$ cat config.mk
export PLATFORM = sky130hd
export DESIGN_NAME = state_sequencer
export DESIGN_NICKNAME = d
export VERILOG_FILES = /design/src/rtl/state_sequencer.sv
export SDC_FILE = /design/constraint.sdc
export NUM_CORES = 1
export LEC_CHECK = 0
export ABC_AREA = 1
export BUFFER_PORTS_ARGS = -buffer_cell sky130_fd_sc_hd__buf_4
export CAP_MARGIN = 20
export CORE_UTILIZATION = 50
export DETAILED_ROUTE_END_ITERATION = 8
export GPL_TIMING_DRIVEN = 0
export PLACE_DENSITY = 0.72
export SETUP_SLACK_MARGIN = 0.2
export SLEW_MARGIN = 15
export SYNTH_ARGS = -nofsm -noshare
export SYNTH_HDL_FRONTEND = slang
export SYNTH_SLANG_ARGS = --single-unit
$ cat constraint.sdc
create_clock -name clk -period 1.4 [get_ports clk]
set_input_delay 0.28 -clock clk [delete_from_list [all_inputs] [get_ports clk]]
set_output_delay 0.28 -clock clk [all_outputs]
set_load 0.02 [all_outputs]
$ cat src/rtl/state_sequencer.sv
// state_sequencer: buffers state-change requests and commits them to
// state_select for the MU configuration stage. Every committed state is
// held for DWELL_TICKS clk_en ticks, and a change between two non-NORMAL
// states is routed through NORMAL for SETTLE_TICKS ticks first.
module state_sequencer #(
    parameter int DWELL_TICKS  = 4000,
    parameter int SETTLE_TICKS = 400,
    parameter int CNT_W        = 16
) (
    input  logic       clk,
    input  logic       rst,
    input  logic       clk_en,
    input  logic       req_valid,
    input  logic [2:0] req_state,
    output logic       req_ready,
    output logic [2:0] state_select,
    output logic       state_changed,
    output logic       dwell_active,
    output logic       pending_valid,
    output logic [2:0] pending_state,
    output logic       reject_pulse
);

    typedef enum logic [1:0] {
        STABLE = 2'd0,
        SETTLE = 2'd1,
        DWELL  = 2'd2
    } fsm_t;

    localparam logic [2:0]       NORMAL      = 3'd0;
    localparam logic [2:0]       STATE_MAX   = 3'd4;
    localparam logic [CNT_W-1:0] DWELL_LAST  = CNT_W'(DWELL_TICKS - 1);
    localparam logic [CNT_W-1:0] SETTLE_LAST = CNT_W'(SETTLE_TICKS - 1);

    fsm_t             fsm_reg;
    logic [CNT_W-1:0] cnt_reg;
    logic             accept;

    // A full buffer is never overwritten: new requests stall until it drains.
    assign req_ready = !pending_valid;
    assign accept    = req_valid && req_ready;

    // Request buffer, commit FSM, tick counter and registered status outputs.
    always_ff @(posedge clk or posedge rst) begin
        if (rst) begin
            fsm_reg       <= STABLE;
            cnt_reg       <= '0;
            state_select  <= NORMAL;
            state_changed <= 1'b0;
            dwell_active  <= 1'b0;
            pending_valid <= 1'b0;
            pending_state <= NORMAL;
            reject_pulse  <= 1'b0;
        end else begin
            state_changed <= 1'b0;
            reject_pulse  <= 1'b0;

            // Accept is only possible while the buffer is empty, so it never
            // collides with a commit that clears the buffer on the same edge.
            if (accept) begin
                if (req_state > STATE_MAX) begin
                    reject_pulse <= 1'b1;
                end else if (!(req_state == state_select && fsm_reg != SETTLE)) begin
                    pending_valid <= 1'b1;
                    pending_state <= req_state;
                end
            end

            case (fsm_reg)
                STABLE: begin
                    // Commit is not gated by clk_en; the count always starts at 0.
                    cnt_reg <= '0;
                    if (pending_valid) begin
                        state_changed <= 1'b1;
                        dwell_active  <= 1'b1;
                        if (state_select != NORMAL && pending_state != NORMAL) begin
                            // Park in NORMAL first; the target stays buffered.
                            state_select <= NORMAL;
                            fsm_reg      <= SETTLE;
                        end else begin
                            state_select  <= pending_state;
                            pending_valid <= 1'b0;
                            fsm_reg       <= DWELL;
                        end
                    end
                end
                SETTLE: begin
                    if (clk_en) begin
                        if (cnt_reg == SETTLE_LAST) begin
                            state_select  <= pending_state;
                            pending_valid <= 1'b0;
                            state_changed <= 1'b1;
                            fsm_reg       <= DWELL;
                            cnt_reg       <= '0;
                        end else begin
                            cnt_reg <= cnt_reg + 1'b1;
                        end
                    end
                end
                DWELL: begin
                    if (clk_en) begin
                        if (cnt_reg == DWELL_LAST) begin
                            fsm_reg      <= STABLE;
                            dwell_active <= 1'b0;
                            cnt_reg      <= '0;
                        end else begin
                            cnt_reg <= cnt_reg + 1'b1;
                        end
                    end
                end
                default: begin
                    fsm_reg      <= STABLE;
                    dwell_active <= 1'b0;
                    cnt_reg      <= '0;
                end
            endcase
        end
    end

endmodule

==> results by group <==
Run status
  • Status: finished with violations
  • Failing checks: negative hold slack, negative setup slack

Critical path
  • CP Capture Type: flip-flop
  • Worst path arrival time: 1.95 ns
  • Setup crit start kind: flip-flop
  • Critical path fanouts, max: 5
  • Crit Path Class: flip-flop to flip-flop
  • Worst path required time: between 1.5 and 2 ns

Die
  • Initial Util: approximately 52%
  • Die height: 61.28 um
  • I/O pin total: 18
  • Std cell rows: 21
  • Die area: 0.003755 sq mm
  • Core ar.: approximately 0.0034 sq mm
  • Die X: 61.28 um

Synthesis
  • #FFs+latches synth: 28
  • Cell taking the most area after synthesis: dfrtp_1
  • Syn Std Cell Area: between 0.0015 and 0.002 sq mm
  • Most area-consuming cells after synthesis: dfrtp_1, nand2_1, nor2_1
  • Sequential fraction of the synthesis area: about 40%
  • Syn Nets: 256
  • Top cell type's share of synthesized area: between 30% and 40%
  • Library cells used by synthesis: 27
  • Syn Inst Count: around 250
  • Synthesis warning total: 0
  • Avg Cell Area, Syn: around 7 sq um

Flow run
  • Max cap viols: 0

Cells and area
  • Ant diodes: 0
  • Max reg flops: 16
  • P&R area growth vs syn: 47.22%
  • Total Nets Final: approximately 310
  • Share of layout cells above drive strength 1: roughly two fifths
  • Core Util, Final: between 70% and 80%

GRT
  • Gr usage total: ~25%
  • Largest net degree at the start of global routing: 17
  • First-pass GRT wire length: around 6800 um
  • Total grt overflow: 0
  • Vias in the first global route: around 1500
  • Initial antenna violation count: 0

Clock network
  • Sink Count: 28
  • Cts bufs inserted: 3
  • Clock-pin slew on the worst setup and hold paths: 0.18 ns
  • Skew-Pair Late Insertion Delay: 0.35 ns
  • CTS hold repair buffers: 0
  • H-tree levels: 1
  • Clock buffer depth: 2
  • Root buf cell: clkbuf_4
  • CTS tree: done

Timing
  • Period utilisation layout: 121.3%
  • Fmax: 588.8 MHz
  • Final setup vio count: 27
  • RSZ-0062 raised after global routing: true
  • Tmin final: approximately 1.7 ns
  • Final Hold Viols: 13
  • Clk_skew: 0.01335 ns
  • Sum Neg Setup Slack: -5.963 ns
  • Final Max Tran Viols: 0
  • Worst slew margin: between 50% and 60%
  • Worst Tran Pin Value: between 0.6 and 0.7 ns
  • Final worst slack: -0.2984 ns
  • Hold slack: -0.02080 ns

Detailed routing
  • Final ANT Viol Nets: 0
  • Drt drc: 0
  • Routed vias/inst: 5.327
  • Vias: about 1800
  • Final WL: 5072 um
  • Wire per inst: between 10 and 15 um
  • DR iter-0 viols: 159
  • Detailed Routing Iterations Pass 1: 7

Power and ir drop
  • Sw frac: around a third
  • Sw Pwr: approximately 0.72 mW
  • Leakage: 1.186 nW
  • Max VDD drop: slightly above 600 uV
  • Cell Int Power: about 1.5 mW
  • Clock power frac: between 20% and 30%
  • Pwr Density: 852.4 mW/mm^2
  • Sequential share of power: 47.0%
  • Combinational power share: a little over a quarter

Min path
  • Hold Path Class: primary input to asynchronous set/reset pin

Placement
  • GP Congestion: ~0.84
  • DP Wirelength: approximately 2800 um
  • Port buffer count: 17
[cell families (layout without fill, tap and decap cells)]
logic type	Yosys count	after routing	synth area share (%)
AOI/OAI and AO/OA	21	21	8.263
xor gates and xnor gates	5	5	2.493
adders and majority gates	4	4	2.849
buffers and inverters	34	89	7.692
DFF	28	28	39.89
and+or+nand+nor	153	153	38.82
[stage by stage]
step	instance area [sq um]	total power, mW	std cells	worst slack [ns]
2_1_floorplan	1785	1.292	245	-0.1112
3_3_place_gp	1971	1.413	308	-0.3963
3_5_place_dp	1998	1.431	309	-0.3710
4_1_cts	2372	2.068	336	-0.2230
5_1_grt	2586	2.296	346	-0.3599
6_report	2586	2.204	346	-0.2984
[Yosys cell counts (all sizes together)]
cell and n:
nand4 12, nand2 74, dfrtp 28, nor3 3, a21oi 3, or2 1, o22ai 2, inv 33
a211oi 1, o21bai 3, a31oi 1, nor2 44, nand3b 1, xor2 5, buf 1, o21ai 11
nand3 18, ha 4
[final cells by class]
type                            instances  area (sq um)
Fill cell                             240         777.0
Multi-Input combinational cell        183          1142
Sequential cell                        28         706.9
Buffer                                  1         11.26
Tap cell                               46         57.56
Timing Repair Buffer                   51         486.7
Inverter                               33         128.9
Clock inverter                          1         30.03
Clock buffer                            3         22.52
[final timing paths]
check / to / start / cells after the start / slack (ns)
min in group clk: reject_pulse$_DFF_PP0_ / req_valid / 3 / 0.19
min reg2reg: pending_state[1]$_DFFE_PP0P_ / pending_state[1]$_DFFE_PP0P_ / 2 / 0.55
max in group asynchronous: cnt_reg[4]$_DFFE_PP0P_ / rst / 3 / 0.92
max reg2reg: cnt_reg[7]$_DFFE_PP0P_ / fsm_reg[1]$_DFFE_PP0P_ / 8 / -0.30
max: cnt_reg[7]$_DFFE_PP0P_ / fsm_reg[1]$_DFFE_PP0P_ / 8 / -0.30
min: cnt_reg[8]$_DFFE_PP0P_ / rst / 2 / -0.02
[worst max-delay path, stage by stage (launching register included)]
cell and delay [ns]:
dfrtp_1 0.47, inv_2 0.08, ha_4 0.18, o21bai_4 0.24, inv_4 0.11, buf_12 0.14, a21oi_4 0.18, buf_6 0.17
nor2_2 0.03
[power groups by stage]
stage	clock network (mW)	registers, mW	logic, mW
2_1_floorplan	0	1.04	0.257
3_3_place_gp	0	1.03	0.385
3_5_place_dp	0	1.03	0.401
4_1_cts	0.555	1.02	0.498
5_1_grt	0.586	1.05	0.662
6_report	0.567	1.04	0.602
[per-layer routing]
metal	GRT usage, %	part of all wire (%)
met5	0	0
met3	2.731	7.3
met2	38.51	49
met4	7.468	1.7
met1	35.96	42
[placed cells by master (no fill, tap or decap), types with 2 or more instances in the layout]
cell type / count
inv_2: 3
dfrtp_1: 23
o21ai_0: 3
o21bai_1: 2
o21ai_1: 6
buf_6: 20
nand2_4: 5
nand2_2: 15
buf_4: 30
nor3_1: 3
xor2_1: 5
nor2_2: 8
nand2_1: 54
inv_1: 28
nand3_2: 6
clkbuf_4: 3
ha_4: 4
nor2_1: 29
inv_4: 2
nor2_4: 7
dfrtp_2: 5
nand3_1: 11
nand4_1: 12
[repair_timing]
item                                    CTS  global route
pin swaps                                24            23
endpoints found under the setup margin   35            38
endpoints found under the hold margin     0             0
cloned                                    1             0
resized for setup                        36            43
buffers inserted                         22            10
Power figures use the tool's default switching activity.
